File: src/rtl/fp32_pkg.sv
// Shared binary32 field layout, constants and divider state encoding.
// FP_DIV_ROUND_NEAREST_EN selects round-to-nearest-even (two extra quotient bits) instead of truncation.
package fp32_pkg;

  localparam int unsigned WORD_BITS = 32;
  localparam int unsigned EXP_BITS  = 8;
  localparam int unsigned FRAC_BITS = 23;
  localparam int unsigned MANT_BITS = FRAC_BITS + 1;
  localparam int unsigned SIGN_POS  = 31;
  localparam int unsigned EXP_LSB   = 23;
  localparam int unsigned BIAS      = 127;
  localparam int unsigned CNT_W     = 5;

`ifdef FP_DIV_ROUND_NEAREST_EN
  localparam int unsigned QBITS = MANT_BITS + 3;
`else
  localparam int unsigned QBITS = MANT_BITS + 1;
`endif

  localparam logic [WORD_BITS-1:0] QNAN    = 32'h7FC0_0000;
  localparam logic [WORD_BITS-1:0] POS_INF = 32'h7F80_0000;

  typedef enum logic [2:0] {
    ST_IDLE,
    ST_UNPACK,
    ST_DIVIDE,
    ST_NORM,
    ST_DONE
  } state_t;

endpackage

File: src/rtl/fp32_divider_if.sv
// Operand / result handshake bundle of the divide unit.
interface fp32_divider_if;
  logic [31:0] A;
  logic [31:0] B;
  logic        En;
  logic [31:0] Result;
  logic        Ready;
  logic        NaN;

  modport master (output A, output B, output En, input Result, input Ready, input NaN);
  modport slave  (input A, input B, input En, output Result, output Ready, output NaN);
endinterface

File: src/rtl/fp32_classify.sv
// Combinational operand decode; subnormals are flushed to zero.
module fp32_classify
  import fp32_pkg::*;
(
  input  logic [WORD_BITS-1:0] x,
  output logic                 sign,
  output logic [EXP_BITS-1:0]  exp,
  output logic [MANT_BITS-1:0] mant,
  output logic                 is_zero,
  output logic                 is_inf,
  output logic                 is_nan
);

  logic [FRAC_BITS-1:0] frac;
  logic                 exp_max;

  assign sign    = x[SIGN_POS];
  assign exp     = x[EXP_LSB +: EXP_BITS];
  assign frac    = x[FRAC_BITS-1:0];
  assign exp_max = &exp;
  assign is_zero = (exp == '0);
  assign is_inf  = exp_max & ~(|frac);
  assign is_nan  = exp_max & (|frac);
  assign mant    = {~is_zero, frac};

endmodule

File: src/rtl/fp32_divider.sv
// Sequential binary32 divider: restoring division, one quotient bit per cycle.
// FP_DIV_ROUND_NEAREST_EN enables round-to-nearest-even; default build truncates.
module fp32_divider
  import fp32_pkg::*;
#(
  parameter int unsigned EXP_W  = 8,
  parameter int unsigned MANT_W = 23
) (
  input  logic           clk,
  input  logic           reset,
  fp32_divider_if.slave  bus
);

  localparam int unsigned WORD_W = 1 + EXP_W + MANT_W;
  localparam int unsigned MFULL  = MANT_W + 1;
  localparam int unsigned REM_W  = MANT_W + 3;
  localparam int unsigned SEXP_W = EXP_W + 2;

  state_t                    state;
  logic [WORD_W-1:0]         a_q, b_q, res_q;
  logic                      nan_q, sign_q;
  logic [REM_W-1:0]          rem_q;
  logic [MFULL-1:0]          mb_q;
  logic [QBITS-1:0]          q_q;
  logic signed [SEXP_W-1:0]  exp_q;
  logic [CNT_W-1:0]          cnt_q;

  logic                 sa, sb, za, zb, ia, ib, na, nb;
  logic [EXP_BITS-1:0]  ea, eb;
  logic [MANT_BITS-1:0] ma, mb;

  fp32_classify u_cls_a (.x(a_q), .sign(sa), .exp(ea), .mant(ma),
                         .is_zero(za), .is_inf(ia), .is_nan(na));
  fp32_classify u_cls_b (.x(b_q), .sign(sb), .exp(eb), .mant(mb),
                         .is_zero(zb), .is_inf(ib), .is_nan(nb));

  // Restoring division step: trial subtract of the divisor from the partial remainder.
  logic [REM_W-1:0] diff_c;
  logic             ge_c;
  assign ge_c   = (rem_q >= REM_W'(mb_q));
  assign diff_c = rem_q - REM_W'(mb_q);

  // Normalisation, optional rounding and range clamping of the finished quotient.
  logic                     msb_c;
  logic [FRAC_BITS-1:0]     frac_t_c, frac_c;
  logic signed [SEXP_W-1:0] exp_t_c, exp_c;
  logic [WORD_W-1:0]        norm_res_c;
`ifdef FP_DIV_ROUND_NEAREST_EN
  logic                     guard_c, rnd_c, sticky_c, up_c;
  logic [MANT_BITS-1:0]     sum_c;
`endif

  always_comb begin
    msb_c      = q_q[QBITS-1];
    frac_t_c   = msb_c ? q_q[QBITS-2 -: FRAC_BITS] : q_q[QBITS-3 -: FRAC_BITS];
    exp_t_c    = msb_c ? exp_q : exp_q - SEXP_W'(1);
    frac_c     = frac_t_c;
    exp_c      = exp_t_c;
    norm_res_c = '0;
`ifdef FP_DIV_ROUND_NEAREST_EN
    guard_c  = msb_c ? q_q[2] : q_q[1];
    rnd_c    = msb_c ? q_q[1] : q_q[0];
    sticky_c = (msb_c & q_q[0]) | (|rem_q);
    up_c     = guard_c & (rnd_c | sticky_c | frac_t_c[0]);
    sum_c    = {1'b0, frac_t_c} + MANT_BITS'(up_c);
    frac_c   = sum_c[FRAC_BITS-1:0];
    if (sum_c[MANT_BITS-1]) begin
      exp_c = exp_t_c + SEXP_W'(1);
    end
`endif
    if (exp_c >= SEXP_W'(255)) begin
      norm_res_c = {sign_q, POS_INF[WORD_W-2:0]};
    end else if (exp_c <= SEXP_W'(0)) begin
      norm_res_c = {sign_q, (WORD_W-1)'(0)};
    end else begin
      norm_res_c = {sign_q, exp_c[EXP_W-1:0], frac_c};
    end
  end

  // Control FSM, datapath registers and registered result outputs.
  always_ff @(posedge clk or negedge reset) begin
    if (!reset) begin
      state      <= ST_IDLE;
      a_q        <= '0;
      b_q        <= '0;
      res_q      <= '0;
      nan_q      <= 1'b0;
      sign_q     <= 1'b0;
      rem_q      <= '0;
      mb_q       <= '0;
      q_q        <= '0;
      exp_q      <= '0;
      cnt_q      <= '0;
      bus.Result <= '0;
      bus.Ready  <= 1'b0;
      bus.NaN    <= 1'b0;
    end else begin
      case (state)
        ST_IDLE, ST_DONE: begin
          if (bus.En) begin
            a_q       <= bus.A;
            b_q       <= bus.B;
            bus.Ready <= 1'b0;
            bus.NaN   <= 1'b0;
            state     <= ST_UNPACK;
          end else if ((state == ST_DONE) && !bus.Ready) begin
            bus.Result <= res_q;
            bus.NaN    <= nan_q;
            bus.Ready  <= 1'b1;
          end
        end
        ST_UNPACK: begin
          sign_q <= sa ^ sb;
          exp_q  <= SEXP_W'(ea) - SEXP_W'(eb) + SEXP_W'(BIAS);
          rem_q  <= REM_W'(ma);
          mb_q   <= mb;
          q_q    <= '0;
          cnt_q  <= '0;
          nan_q  <= 1'b0;
          state  <= ST_DONE;
          if (na || nb || (za && zb) || (ia && ib)) begin
            res_q <= QNAN;
            nan_q <= 1'b1;
          end else if (ia || zb) begin
            res_q <= {sa ^ sb, POS_INF[WORD_W-2:0]};
          end else if (ib || za) begin
            res_q <= {sa ^ sb, (WORD_W-1)'(0)};
          end else begin
            state <= ST_DIVIDE;
          end
        end
        ST_DIVIDE: begin
          rem_q <= (ge_c ? diff_c : rem_q) << 1;
          q_q   <= {q_q[QBITS-2:0], ge_c};
          if (cnt_q == CNT_W'(QBITS - 1)) begin
            state <= ST_NORM;
          end else begin
            cnt_q <= cnt_q + CNT_W'(1);
          end
        end
        ST_NORM: begin
          res_q <= norm_res_c;
          nan_q <= 1'b0;
          state <= ST_DONE;
        end
        default: state <= ST_IDLE;
      endcase
    end
  end

endmodule

File: src/flat_wrapper.sv
// flat-port wrapper written by rule: the top's interface ports become plain ports
module fp32_divider_flat import fp32_pkg::*;
#(
  parameter int unsigned EXP_W  = 8,
  parameter int unsigned MANT_W = 23
)
  (clk, reset, bus_A, bus_B, bus_En, bus_Result, bus_Ready, bus_NaN);
  fp32_divider_if bus_i ();
  input  logic clk;
  input  logic reset;
  input wire logic [$bits(bus_i.A)-1:0] bus_A;
  input wire logic [$bits(bus_i.B)-1:0] bus_B;
  input wire logic [$bits(bus_i.En)-1:0] bus_En;
  output wire logic [$bits(bus_i.Result)-1:0] bus_Result;
  output wire logic [$bits(bus_i.Ready)-1:0] bus_Ready;
  output wire logic [$bits(bus_i.NaN)-1:0] bus_NaN;
  assign bus_i.A = bus_A;
  assign bus_i.B = bus_B;
  assign bus_i.En = bus_En;
  assign bus_Result = bus_i.Result;
  assign bus_Ready = bus_i.Ready;
  assign bus_NaN = bus_i.NaN;
  fp32_divider #(.EXP_W(EXP_W), .MANT_W(MANT_W)) u_core (.clk(clk), .reset(reset), .bus(bus_i));
endmodule
File: config.mk
export PLATFORM = sky130hd
export DESIGN_NAME = fp32_divider_flat
export DESIGN_NICKNAME = d
export VERILOG_FILES = /design/src/rtl/fp32_pkg.sv /design/src/rtl/fp32_divider_if.sv /design/src/rtl/fp32_classify.sv /design/src/rtl/fp32_divider.sv /design/src/flat_wrapper.sv
export SDC_FILE = /design/constraint.sdc
export NUM_CORES = 1
export LEC_CHECK = 0
export ABC_AREA = 1
export CAP_MARGIN = 20
export CORE_MARGIN = 2
export CORE_UTILIZATION = 60
export CTS_BUF_LIST = sky130_fd_sc_hd__clkbuf_2
export CTS_CLUSTER_SIZE = 14
export DETAILED_ROUTE_END_ITERATION = 8
export PLACE_DENSITY_LB_ADDON = 0.15
export SKIP_LAST_GASP = 1
export SLEW_MARGIN = 0
export SYNTH_ARGS = -nofsm -noshare
export SYNTH_HDL_FRONTEND = slang
export SYNTH_SLANG_ARGS = --single-unit
File: constraint.sdc
create_clock -name clk -period 5.5 [get_ports clk]
set_input_delay 1.1 -clock clk [delete_from_list [all_inputs] [get_ports clk]]
set_output_delay 1.1 -clock clk [all_outputs]
set_load 0.02 [all_outputs]
==> impl_results.md <==
* TritonCTS clock tree: done
* Combinational share of power at 57.2%
* Psw at 4.20 mW
* Critical path class: flop to output port
* Leading post-synthesis cells by instance count: 405 x sky130_fd_sc_hd__nand2_1, 225 x sky130_fd_sc_hd__dfrtp_1, 209 x sky130_fd_sc_hd__inv_1
* Clock transition time at the flip-flop clock pins of the worst setup and hold paths at 0.11 ns
* Hold Fails Final Rpt at 0
* Number of buffers added to fix hold violations after cts at 0
* Number of gates on the worst path with buffers counted at 1
* Final critical-path share of the clock period at 54.5%
* Synth top area share at 47.5%
* Hold WS at 0.279 ns
* Period minus WS final at 3.00 ns
* Pin count of the biggest net entering global routing at 114
* Die height at 145 µm
* Total DRC errors in the routed layout at 0
* Kind of end point of the critical path: output port
* Number of nets in the layout at 1727
* Residual antenna-violating net count after detailed routing at 0
* Switching portion of total power at 48.4%
* Instance area at placement at 13000 µm²
* Setup repair after global routing missed its margin: false
* Worst-case clock buffer depth at 3
* Number of I/O port buffers at 100
* Clock tree root buffer cell: sky130_fd_sc_hd__clkbuf_2
* Number of enable-type register cells in the synthesized netlist at 0
* Delay of the slowest cell on the worst path at 0.63 ns
* Synth Net Count at 1615
* Critical Path Slowest Stage Cell: sky130_fd_sc_hd__clkdlybuf4s50_1
* Buffers and inverters on the worst path at 1
* Number of violations reported at the end of detailed-routing iteration 0 at 664
* Standard-cell rows at 51
* Relative slew slack at 33.2%
* Top layer reached by signal wires: met4
* Cell breakdown of the critical path: clkdlybuf4s50_1
* Most common cell in the synthesized netlist: sky130_fd_sc_hd__nand2_1
* Largest driver fanout on the critical path at 3
* Pre-antenna DRT Iters at 5
* Type of the tightest min-delay check: primary input to async pin
* Final design area excluding fillers at 13500 µm²
* FF+latch area at 5630 µm²
* Flop pwr share at 30.5%
* Post-Syn Instances at 1510
* Vias in the first global route at 9505
* Global route overflow at 0
* Weighted congestion at the end of routability-driven global placement at 0.942
* Placeable core area at 19400 µm²
* Wire length of the first global-routing pass at 45.0 mm
* Worst vdd ir at 265 µV
* Power density over cell area at 643 nW/µm²
* Top achievable clock speed at 334 MHz
* Post-detailed-placement half-perimeter wirelength at 19.1 mm
* Accumulated negative setup slack at 0 ns
* Max-slew violation total from the final report at 0
* Combined area of the multi-input logic cells at 5160 µm²
* Reg-to-reg setup timing slack at 2.57 ns
* Routed length on met1 at 12.8 mm
* Arrival @ worst endpoint at 1.90 ns
* Total of endpoints with negative setup slack in the final report at 0
* Number of ports placed on the die boundary at 101
* Share of synthesized area occupied by flip-flops and latches at 47.5%
* Startpoint type of the worst setup path: flop
* Antenna violations before repair at 1
* Mean instance size in the synthesized netlist at 7.85 µm²
* Internal cell power at 4.49 mW
* Summed instance area of the synthesized netlist at 11900 µm²
* Cell family with most CP delay: buffers and inverters
* Clock sink count at 225
* Post-DR vias/cell at 5.29
* Routed length per instance at 14.0 µm
* Logic depth of the worst register-to-register path at 12
* Amount of wire on met2 after detailed routing at 12.2 mm
* WL final at 27.0 mm
* Clock Skews at 0.0913 ns
* Most instantiated flip-flop cell in the synthesis netlist: sky130_fd_sc_hd__dfrtp_1
* Library cell with the largest summed area after synthesis: sky130_fd_sc_hd__dfrtp_1
* Unique cell type count in the Yosys netlist at 43
* Result of the run: finished, final reports clean
* GRT Util Overall at 27.0%
* Fillers at 1679
* Via count at 10.2k
* Required @ worst endpoint at 4.40 ns
* Number of max-cap violations at 0
* Clock network fraction of total power at 12.4%
* Post-CTS setup buffer count at 0
* Fraction of registers with async set or reset after synthesis at 100%
* Leak at 6.54 nW
* Clock latency on the worst-skew pair at 0.85 ns
* Met3 wire length at 1.49 mm
* CTS H-Tree Depth at 2
* Resized cells post-CTS at 0
* Full die area at 20900 µm²
* Slew @ Worst Pin at 1.00 ns
* Clock buffers created by TritonCTS at 55
* Number of flip-flops and latches in the synthesized netlist at 225
* Total power draw at 8.69 mW
* Share of post-route cells with drive strength above 1 at 7.29%
* Effective utilization at floorplan at 61.1%
* Layout-stage area growth over the synthesis result at 14.1%
* Dominant cells by area after synthesis: sky130_fd_sc_hd__dfrtp_1 48%, sky130_fd_sc_hd__nand2_1 13%, sky130_fd_sc_hd__o21ai_0 7.1%, sky130_fd_sc_hd__inv_1 6.6%, sky130_fd_sc_hd__ha_1 3.8%
* Synthesis warning total at 0
* Chip Width at 145 µm
-- power groups by stage --
stage / sequential (mW) / clock, mW / combinational [mW]
final: 2.65 / 1.08 / 4.97
after global routing: 2.72 / 1.20 / 5.66
after CTS: 2.64 / 1.10 / 4.92
after detailed placement: 2.67 / 0 / 4.89
after global placement: 2.65 / 0 / 4.79
after floorplan: 2.69 / 0 / 3.71
-- metal layers --
layer,track usage (%),up-vias
met2,42.7,281
met5,0,-
met4,7.87,0
li1,-,5147
met3,4.70,40
met1,38.4,4723
-- logic make-up (layout without fill, tap and decap cells) --
kind of cell    count (synthesis)  in the layout  share of synthesized area, %
buf+inv                       268            417                          9.05
xor+xnor                       24             24                          1.77
compound gates                319            319                          14.7
fa+ha+maj                      38             38                          4.14
simple gates                  636            636                          22.8
other cells                     0              1                             0
flops                         225            225                          47.5
-- path summary, 6_finish.rpt --
kind	start	endpoint
setup / recovery	u_core.bus.Ready$_DFFE_PN0P_	bus_Ready
hold / removal	reset	u_core.res_q[4]$_DFFE_PN0P_
setup reg to reg	u_core.mb_q[0]$_DFFE_PN0P_	u_core.rem_q[20]$_DFFE_PN0P_
hold reg to reg	u_core.b_q[1]$_DFFE_PN0P_	u_core.mb_q[1]$_DFFE_PN0P_
max in group asynchronous	reset	u_core.rem_q[4]$_DFFE_PN0P_
min in group clk	u_core.b_q[1]$_DFFE_PN0P_	u_core.mb_q[1]$_DFFE_PN0P_
-- registers in the layout, summed over array words and instances, names as in the netlist --
signal	count
u_core.nan_q	1
u_core.sign_q	1
u_core.q_q	25
u_core.mb_q	24
u_core.state	3
u_core.rem_q	26
u_core.bus.Ready	1
u_core.exp_q	10
u_core.res_q	32
u_core.a_q	32
u_core.cnt_q	5
u_core.bus.Result	32
u_core.b_q	32
u_core.bus.NaN	1
-- layout make-up --
class                      instances  share of cell area [%]
inverter                         214                    5.94
timing repair buffer             109                    8.18
clock inverter                    14                   0.611
antenna                            1                  0.0185
clock buffer                      80                    2.96
multi-input combinational       1017                    38.2
tap                              265                    2.45
sequential                       225                    41.7
-- placed cells by master (no fill, tap or decap), drive strengths merged, types with 9 or more instances in the layout --
cell,instances
clkdlybuf4s50,99
xnor2,15
xor2,9
o22ai,48
a21oi,74
dfrtp,225
inv,212
nand3,68
clkbuf,80
ha,36
nand2,409
nand4,38
nor2,103
clkinv,15
o21bai,17
nor3,11
o21ai,171
buf,10
-- stage by stage --
step                util (%)  worst slack, ns  instances
floorplan                  -             3.30       1510
global placement        66.9             1.96       1828
detailed placement      66.9             1.81       1828
CTS                     69.4             2.34       1922
global route            69.7             2.40       1925
finish                  69.7             2.50       1925
Note: power is estimated with default switching activity, not from simulation.
